$ cat config.mk
export PLATFORM = sky130hd
export DESIGN_NAME = digit_scanner
export DESIGN_NICKNAME = d
export VERILOG_FILES = /design/src/rtl/digit_scanner_pkg.sv /design/src/rtl/digit_scanner_seven_seg.sv /design/src/rtl/digit_scanner.sv
export SDC_FILE = /design/constraint.sdc
export NUM_CORES = 1
export LEC_CHECK = 0
export ABC_AREA = 1
export ABC_CLOCK_PERIOD_IN_PS = 2000
export CAP_MARGIN = 30
export CORE_MARGIN = 2
export CORE_UTILIZATION = 52
export CTS_CLUSTER_DIAMETER = 30
export DETAILED_ROUTE_END_ITERATION = 6
export PLACE_DENSITY = 0.76
export SETUP_SLACK_MARGIN = 0.02
export SLEW_MARGIN = 25
export SYNTH_ARGS = -nofsm -noshare
export SYNTH_HDL_FRONTEND = slang
export SYNTH_SLANG_ARGS = --single-unit
$ cat constraint.sdc
create_clock -name clk -period 2 [get_ports clk]
set_clock_uncertainty 0.15 [all_clocks]
set_input_delay 0.4 -clock clk [delete_from_list [all_inputs] [get_ports clk]]
set_output_delay 0.4 -clock clk [all_outputs]
set_load 0.01 [all_outputs]
$ cat src/rtl/digit_scanner_pkg.sv
`default_nettype none
// ============================================================================
// Module   : digit_scanner_pkg
// Brief    : Shared types and constants for the multiplexed 7-segment scanner.
// Revision : 1.0 - initial release
// ============================================================================
package digit_scanner_pkg;

    typedef enum logic [0:0] {
        BLANK = 1'b0,
        DRIVE = 1'b1
    } scan_state_t;

    localparam int          NUM_DIGITS = 4;
    localparam logic [7:0]  SEG_OFF    = 8'hFF;
    localparam logic [3:0]  AN_OFF     = 4'b1111;

    // Active-low one-hot anode pattern for a digit index.
    function automatic logic [NUM_DIGITS-1:0] anode_sel_n(input logic [1:0] idx);
        anode_sel_n = ~(4'b0001 << idx);
    endfunction

endpackage
`default_nettype wire

$ cat src/rtl/digit_scanner_seven_seg.sv
`default_nettype none
// ============================================================================
// Module   : seven_seg
// Brief    : Hex nibble to active-low segments {dp, g..a}; dp bit fixed off.
// Revision : 1.0 - initial release
// ============================================================================
module seven_seg (
    input  logic [3:0] i_digit,
    output logic [7:0] o_seg_n
);

    always_comb begin
        o_seg_n = 8'hFF;
        case (i_digit)
            4'h0: o_seg_n = 8'hC0;
            4'h1: o_seg_n = 8'hF9;
            4'h2: o_seg_n = 8'hA4;
            4'h3: o_seg_n = 8'hB0;
            4'h4: o_seg_n = 8'h99;
            4'h5: o_seg_n = 8'h92;
            4'h6: o_seg_n = 8'h82;
            4'h7: o_seg_n = 8'hF8;
            4'h8: o_seg_n = 8'h80;
            4'h9: o_seg_n = 8'h90;
            4'hA: o_seg_n = 8'h88;
            4'hB: o_seg_n = 8'h83;
            4'hC: o_seg_n = 8'hC6;
            4'hD: o_seg_n = 8'hA1;
            4'hE: o_seg_n = 8'h86;
            4'hF: o_seg_n = 8'h8E;
            default: o_seg_n = 8'hFF;
        endcase
    end

endmodule
`default_nettype wire

$ cat src/rtl/digit_scanner.sv
`default_nettype none
// ============================================================================
// Module   : digit_scanner
// Brief    : 4-digit multiplexed 7-segment driver with frame-synchronous update.
// Revision : 1.0 - initial release
// ============================================================================
module digit_scanner
    import digit_scanner_pkg::*;
#(
    parameter int ON_CYCLES    = 99000,
    parameter int BLANK_CYCLES = 1000
) (
    input  logic        clk,
    input  logic        rst_n,
    input  logic [15:0] value,
    input  logic        load,
    input  logic [3:0]  blank_mask,
    input  logic [3:0]  dp_mask,
    output logic [3:0]  an_n,
    output logic [7:0]  seg_n,
    output logic        frame_tick
);

    localparam int MAX_CYCLES = (ON_CYCLES > BLANK_CYCLES) ? ON_CYCLES : BLANK_CYCLES;
    localparam int CNT_W      = (MAX_CYCLES > 1) ? $clog2(MAX_CYCLES) : 1;
    localparam int IDX_W      = $clog2(NUM_DIGITS);

    localparam logic [CNT_W-1:0] C_ON_LAST    = CNT_W'(ON_CYCLES - 1);
    localparam logic [CNT_W-1:0] C_BLANK_LAST = CNT_W'(BLANK_CYCLES - 1);

    if (ON_CYCLES < 1 || BLANK_CYCLES < 1) begin : g_bad_params
        $error("digit_scanner: ON_CYCLES and BLANK_CYCLES must both be >= 1");
    end

    scan_state_t       r_state, w_state_next;
    logic [IDX_W-1:0]  r_idx, w_idx_next;
    logic [CNT_W-1:0]  r_cnt, w_cnt_next;
    logic              w_state_done;
    logic              w_frame_end;

    logic [15:0]       r_active_value, r_pend_value;
    logic [3:0]        r_active_blank, r_pend_blank;
    logic [3:0]        r_active_dp,    r_pend_dp;
    logic              r_pend_valid;

    logic [3:0]        r_an_n, w_an_next;
    logic [7:0]        r_seg_n, w_seg_next;
    logic              r_frame_tick;
    logic [3:0]        w_sel_nibble;
    logic [7:0]        w_dec_seg;

    // ---------------- scan FSM ----------------
    always_ff @(posedge clk or negedge rst_n) begin
        if (!rst_n) begin
            r_state <= BLANK;
            r_idx   <= '0;
            r_cnt   <= '0;
        end else begin
            r_state <= w_state_next;
            r_idx   <= w_idx_next;
            r_cnt   <= w_cnt_next;
        end
    end

    always_comb begin
        w_state_next = r_state;
        w_idx_next   = r_idx;
        w_cnt_next   = r_cnt + 1'b1;
        w_state_done = (r_state == BLANK) ? (r_cnt == C_BLANK_LAST)
                                          : (r_cnt == C_ON_LAST);
        w_frame_end  = 1'b0;
        if (w_state_done) begin
            w_cnt_next = '0;
            if (r_state == BLANK) begin
                w_state_next = DRIVE;
            end else begin
                w_state_next = BLANK;
                w_idx_next   = r_idx + 1'b1;
                w_frame_end  = (r_idx == IDX_W'(NUM_DIGITS - 1));
            end
        end
    end

    // ------- double-buffered display data; active only moves at frame end -------
    always_ff @(posedge clk or negedge rst_n) begin
        if (!rst_n) begin
            r_active_value <= 16'h0000;
            r_active_blank <= 4'h0;
            r_active_dp    <= 4'h0;
            r_pend_value   <= 16'h0000;
            r_pend_blank   <= 4'h0;
            r_pend_dp      <= 4'h0;
            r_pend_valid   <= 1'b0;
        end else if (w_frame_end) begin
            if (load) begin
                r_active_value <= value;
                r_active_blank <= blank_mask;
                r_active_dp    <= dp_mask;
            end else if (r_pend_valid) begin
                r_active_value <= r_pend_value;
                r_active_blank <= r_pend_blank;
                r_active_dp    <= r_pend_dp;
            end
            r_pend_valid <= 1'b0;
        end else if (load) begin
            r_pend_value <= value;
            r_pend_blank <= blank_mask;
            r_pend_dp    <= dp_mask;
            r_pend_valid <= 1'b1;
        end
    end

    // ---------------- output stage ----------------
    assign w_sel_nibble = r_active_value[{r_idx, 2'b00} +: 4];

    seven_seg u_seven_seg (
        .i_digit (w_sel_nibble),
        .o_seg_n (w_dec_seg)
    );

    always_comb begin
        w_an_next  = AN_OFF;
        w_seg_next = SEG_OFF;
        if (r_state == DRIVE && !r_active_blank[r_idx]) begin
            w_an_next  = anode_sel_n(r_idx);
            // Decoder's dp bit is always 1, so AND-ing just substitutes the dp.
            w_seg_next = {w_dec_seg[7] & ~r_active_dp[r_idx], w_dec_seg[6:0]};
        end
    end

    always_ff @(posedge clk or negedge rst_n) begin
        if (!rst_n) begin
            r_an_n       <= AN_OFF;
            r_seg_n      <= SEG_OFF;
            r_frame_tick <= 1'b0;
        end else begin
            r_an_n       <= w_an_next;
            r_seg_n      <= w_seg_next;
            r_frame_tick <= w_frame_end;
        end
    end

    assign an_n       = r_an_n;
    assign seg_n      = r_seg_n;
    assign frame_tick = r_frame_tick;

endmodule
`default_nettype wire

==> summary.txt, run 1 <==
Power
  – Clock network power share: 39.4%
  – Pwr dens: 626 nW/um2
  – Peak supply drop: 610 uV
  – Lkg Pwr: 2.54 nW
  – Psw: 0.778 mW
  – Switching share of power: 24.1%
  – Pint: 2.45 mW
  – Combinational Power Share: 7.2%
  – Sequential share of power: 53.4%

Worst setup path
  – CP cell instances: clkdlybuf4s50_1
  – R2r setup slk: 0.12 ns
  – Crit-path max FO: 1
  – CP top delay family: flip-flops
  – R2r endpoint: r_active_value[1]
  – Worst Setup Start Kind: flip-flop
  – Worst stage delay on the critical path: 0.52 ns
  – Critical Path AT: 1.38 ns
  – Reg2Reg Launch Point: r_cnt[0]
  – CP max stage cell: dfstp_2
  – Worst R2R Path Depth: 10
  – Worst EP required: 1.45 ns
  – WP buf/inv: 1
  – Critical path capture point type: output port
  – CP Class: reg -> out

Yosys
  – Area leader, netlist: dfrtp_1
  – Top cells by area, synth: dfrtp_1, nand2_1, nand3_1, dfstp_2, mux2_2
  – Synth async-reset ratio: 100%
  – Most common cell in the netlist: nand2_1
  – Register area share after synthesis: 48.0%
  – Syn_area_per_cell: 8.23 um2
  – Seq cells post-synth: 82
  – EDFF count, synth: 0
  – Cell Area, Synth: 4310 um2
  – Unique cell type count in the Yosys netlist: 35
  – Top cells by count, synth: nand2_1, nand3_1, dfrtp_1
  – Top cell type's share of synthesized area: 40.7%
  – Commonest register cell after synthesis: dfrtp_1
  – Yosys Warn Count: 0
  – Synthesized net count: 561
  – Syn Inst Count: 523

Detailed routing
  – Total number of vias: 3536
  – Wire per inst: 13.5 um
  – WL final: 9.15 mm
  – Detailed Route Iter0 Violations: 228
  – ANT nets after route: 0
  – DRC viols: 0
  – First drt pass iteration count: 4
  – Vias per cell: 5.20

Floorplanning
  – Die Y: 95.0 um
  – Core area: 8130 um2
  – DIE WIDTH: 95.0 um
  – Row count: 33
  – Die area: 9020 um2
  – Top Ports: 40
  – Initial Util: 52.9%

Outcome
  – Outcome: completed

CTS
  – Clk sink count: 82
  – Num CTS Buffers: 9
  – CTS Root Cell: clkbuf_8
  – CTS max path bufs: 2
  – Worst-skew pair later-pin latency: 0.36 ns
  – CTS H-tree lvls: 3
  – CTS tree: yes
  – Worst-path clk slew: 0.09 ns

Timing
  – Sum Neg Setup Slack: 0 ns
  – Slew margin rel.: 71.8%
  – Final hold vios: 0
  – Min Clock Period, post-route: 1.93 ns
  – Unrepaired setup endpoints after global routing: false
  – Max Freq: 518 MHz
  – Final Cycle Share: 96.5%
  – Worst Tran Pin Value: 0.423 ns
  – Final setup viols: 0
  – Slew Viols, Final: 0

GRT
  – Initial antenna violation count: 0
  – Gr usage total: 21.8%
  – Congestion Overflow GR: 0
  – First-pass GRT wire length: 15.4 mm
  – Number of global-route vias before repair: 3394
  – Largest net degree at the start of global routing: 32

Final layout
  – Share of cells above drive strength 1: 16.7%
  – Core Util, Final: 63.3%
  – Area grow syn2layout: 19.6%
  – Number of diodes: 0
  – Final net count: 608

Placed design
  – PortBufs: 39
  – HPWL Detailed: 6.44 mm
  – GPL Wtd Cong: 0.931

Worst hold path
  – Worst hold path type: in -> reg
  – End of the worst hold path: r_pend_value[9]
  – Hold Crit Depth: 3
  – Hold Startpoint: load

Run
  – Max-cap violations: 0
==> cells by family (layout without fill, tap and decap cells) <==
| group | count (synthesis) | in the layout | synth area share (%) |
|---|---|---|---|
| buffers and inverters | 71 | 121 | 7.12 |
| DFF | 82 | 82 | 48.0 |
| and+or+nand+nor | 308 | 310 | 31.4 |
| AOI/OAI and AO/OA | 23 | 23 | 3.17 |
| muxes | 24 | 24 | 6.28 |
| adders and majority gates | 11 | 11 | 3.20 |
| xor gates and xnor gates | 4 | 4 | 0.814 |
==> routing by layer <==
metal	track usage (%)	vias up	wire length [um]
met1	29.1	1681	4200
li1	-	1769	-
met5	0	-	0
met3	5.43	14	326
met4	6.76	0	156
met2	35.0	72	4470
==> how the worst max path moves through the flow <==
stage / from / end / depth (start not counted)
final: an_n[2] / an_n[2] / 1
after global routing: r_cnt[0] / r_active_dp[0] / 10
after CTS: seg_n[6] / seg_n[6] / 1
after detailed placement: r_cnt[0] / r_active_dp[1] / 9
after global placement: r_cnt[0] / r_active_value[12] / 9
after floorplan: r_idx[0] / seg_n[0] / 12
==> flip-flops by register name (all words and copies together), names as in the netlist, 8 cells and up <==
| signal | flops |
|---|---|
| r_active_value | 16 |
| r_cnt | 17 |
| r_pend_value | 16 |
| seg_n | 8 |
==> cell type report <==
cell class,count,area (um2)
clock buffers,10,138
flip-flops and latches,82,2070
well taps,105,131
multi-input cells,372,1970
fillers,687,2980
repair buffers,56,588
clock inverters,6,72.6
inverters,49,184
==> repair_timing <==
action	CTS	global route
hold buffers	1	0
endpoints found under the setup margin	0	46
buffers inserted	0	1
endpoints found under the hold margin	17	0
gates resized for setup	0	16
==> power groups by stage <==
stage          sequential, mW  combinational [mW]  clock [mW]
3_3_place_gp             1.75               0.229           0
6_report                 1.72               0.234        1.27
3_5_place_dp             1.75               0.234           0
2_1_floorplan            1.75               0.111           0
5_1_grt                  1.73               0.261        1.38
4_1_cts                  1.72               0.238        1.29
==> stage by stage <==
step / worst slack [ns] / area [um2] / instances / hold slack, ns / total power, mW
CTS: 0.0304 / 5070 / 677 / 0.190 / 3.25
detailed placement: 0.106 / 4850 / 660 / 0.216 / 1.99
global route: 0.0150 / 5150 / 680 / 0.211 / 3.37
finish: 0.0707 / 5150 / 680 / 0.200 / 3.23
floorplan: 0.134 / 4310 / 523 / -0.0456 / 1.86
global placement: 0.150 / 4850 / 660 / 0.219 / 1.98
==> worst register-to-register path: stages (launching register included) <==
cell and delay, ns:
dfrtp_1 0.37, ha_1 0.19, nand2_2 0.09, nor2_2 0.12, nand2_1 0.10, nor2_4 0.18, nand3_4 0.18, nor2_4 0.17
buf_12 0.14, nand3_1 0.07, nand2_1 0.07
==> cells in the final DEF, fill, tap and decap left out, drive strengths merged <==
cell	synthesis	layout
xnor2	1	1
buf	18	18
inv	48	50
nor3	7	7
dlygate4sd3	0	1
xor2	3	3
dlymetal6s2s	0	10
nand4	3	3
mux2	24	24
a21oi	6	6
o211ai	2	2
nand2	179	179
o21ai	14	14
clkinvlp	0	1
or2	1	1
nand3	85	85
nor2	32	34
dfstp	12	12
nand3b	1	1
o22ai	1	1
ha	11	11
clkinv	1	3
clkdlybuf4s50	0	27
dfrtp	70	70
bufinv	0	1
clkbuf	4	10
Power figures use the tool's default switching activity.
==> inputs of run 2 (changes only) <==
--- a/config.mk
+++ b/config.mk
@@ -6,7 +6,7 @@
 export NUM_CORES = 1
 export LEC_CHECK = 0
 export ABC_AREA = 1
-export ABC_CLOCK_PERIOD_IN_PS = 2000
+export ABC_CLOCK_PERIOD_IN_PS = 1700
 export CAP_MARGIN = 30
 export CORE_MARGIN = 2
 export CORE_UTILIZATION = 52
@@ -14,7 +14,6 @@
 export DETAILED_ROUTE_END_ITERATION = 6
 export PLACE_DENSITY = 0.76
 export SETUP_SLACK_MARGIN = 0.02
-export SLEW_MARGIN = 25
 export SYNTH_ARGS = -nofsm -noshare
 export SYNTH_HDL_FRONTEND = slang
 export SYNTH_SLANG_ARGS = --single-unit
==> constraint.sdc (replaced) <==
create_clock -name clk -period 1.7 [get_ports clk]
set_clock_uncertainty 0.15 [all_clocks]
set_input_delay 0.34 -clock clk [delete_from_list [all_inputs] [get_ports clk]]
set_output_delay 0.34 -clock clk [all_outputs]
set_load 0.01 [all_outputs]
==> summary.txt, run 2 (same netlist as run 1, synthesis figures left out) <==
Worst setup path
  – Critical Path AT: 2.00 ns
  – R2r setup slk: -0.16 ns
  – CP Class: reg -> reg
  – Worst Setup Start Kind: flip-flop
  – R2r endpoint: r_active_value[2]
  – Crit-path max FO: 6
  – Worst EP required: 1.85 ns
  – Worst R2R Path Depth: 10
  – Critical path capture point type: flip-flop
  – Reg2Reg Launch Point: r_cnt[1]
  – CP startpoint: r_cnt[1]
  – Crit path capture: r_active_value[2]

Timing
  – Final hold vios: 0
  – Slew Viols, Final: 0
  – Final setup viols: 69
  – Sum Neg Setup Slack: -5.64 ns
  – Max Freq: 538 MHz
  – Final worst slack: -0.159 ns
  – Min Clock Period, post-route: 1.86 ns
  – Worst Tran Pin Value: 0.373 ns
  – Final Cycle Share: 109%
  – Unrepaired setup endpoints after global routing: true
  – Worst hold slack: 0.278 ns
  – Slew margin rel.: 75.2%

CTS
  – Num CTS Buffers: 9
  – Clk sink count: 82
  – Worst-path clk slew: 0.08 ns
  – CTS tree: yes
  – CTS max path bufs: 2
  – Worst-skew pair later-pin latency: 0.35 ns
  – CTS Root Cell: clkbuf_8
  – CTS H-tree lvls: 3

Final layout
  – Reg with most FFs: r_cnt
  – Most common cell after layout, fill and taps aside: nand2_1
  – Area grow syn2layout: 40.3%
  – Flip-flop count of the largest register after layout: 17
  – Number of diodes: 0
  – Regs by FF count: r_cnt (17), r_active_value (16), r_pend_value (16)
  – Core Util, Final: 74.3%
  – Final net count: 654
  – Fillers: 537
  – Cell area after layout: 6040 um2
  – Share of cells above drive strength 1: 37.4%
  – Fin cells: 726
  – Commonest non-fill, non-tap cells in the layout: nand2_1, nand3_1, dfrtp_1

GRT
  – Congestion Overflow GR: 0
  – First-pass GRT wire length: 16.2 mm
  – Initial antenna violation count: 0
  – Gr usage total: 23.0%
  – Largest net degree at the start of global routing: 31
  – Number of global-route vias before repair: 3615

Detailed routing
  – Total number of vias: 3933
  – Wire per inst: 15.9 um
  – DRC viols: 0
  – WL final: 11.6 mm
  – First drt pass iteration count: 7
  – ANT nets after route: 0
  – Detailed Route Iter0 Violations: 194
  – Vias per cell: 5.42

Floorplanning
  – Top Ports: 40
  – Die Y: 95.0 um
  – Core area: 8130 um2
  – DIE WIDTH: 95.0 um
  – Die area: 9020 um2
  – Initial Util: 52.9%
  – Row count: 33

Placed design
  – Placed instance area: 5140 um2
  – Placed insts: 688
  – Place WS: -0.103 ns
  – PortBufs: 39
  – HPWL Detailed: 6.90 mm
  – GPL Wtd Cong: 0.882

Power
  – Peak supply drop: 422 uV
  – Total power: 3.65 mW
  – Pwr dens: 604 nW/um2
  – Lkg Pwr: 2.95 nW

Run
  – Max-cap violations: 0

Worst hold path
  – Worst hold path type: in -> async

Outcome
  – Failing checks: setup timing
  – Outcome: finished with violations
==> run 2: area by class of cell <==
cell class / instances / area (um2) / area share [%]
clock buffers: 9 / 124 / 2.05
clock inverters: 7 / 43.8 / 0.725
inverters: 49 / 205 / 3.40
multi-input cells: 370 / 2380 / 39.4
flip-flops and latches: 82 / 2070 / 34.3
well taps: 105 / 131 / 2.18
repair buffers: 104 / 1080 / 18.0
==> run 2: power by group <==
| part | leakage, nW | switching [mW] | internal, mW |
|---|---|---|---|
| combinational | 1.83 | 0.160 | 0.182 |
| sequential | 1.04 | 0.0435 | 2.00 |
| clock | 0.0852 | 0.738 | 0.525 |
| total | 2.95 | 0.942 | 2.71 |
==> run 2: worst min-delay path by stage <==
stage	from	endpoint	slack (ns)	cells after the start
6_report	rst_n	r_cnt[9]	0.28	2
5_1_grt	rst_n	r_cnt[9]	0.29	2
4_1_cts	rst_n	r_cnt[9]	0.28	2
3_5_place_dp	rst_n	r_cnt[9]	0.12	1
3_3_place_gp	rst_n	r_cnt[9]	0.12	1
2_1_floorplan	rst_n	frame_tick	-0.11	0
==> run 2: critical path: stages, from the launching register on <==
cell and delay, ns:
dfrtp_1 0.37, ha_2 0.20, nand2_2 0.07, nor2_4 0.09
nand2_2 0.07, nor2_4 0.17, nand3_4 0.13, nor2_8 0.21
clkbuf_16 0.18, nand3_1 0.09, nand2_1 0.08
==> run 2: what timing repair did <==
action | in CTS | in global routing
buffers inserted | 4 | 12
gates resized for setup | 22 | 135
endpoints found under the setup margin | 85 | 81
gates cloned | 0 | 5
hold buffers | 1 | 0
endpoints found under the hold margin | 23 | 0
pin swaps | 3 | 39
==> run 2: metal layers <==
metal	GRT usage, %	wire length, um	up-vias	part of all wire (%)
met2	39.3	6060	126	52
met4	7.25	311	0	2.7
met3	4.79	486	34	4.2
met5	0	0	-	0
li1	-	-	1859	-
met1	29.2	4710	1914	41
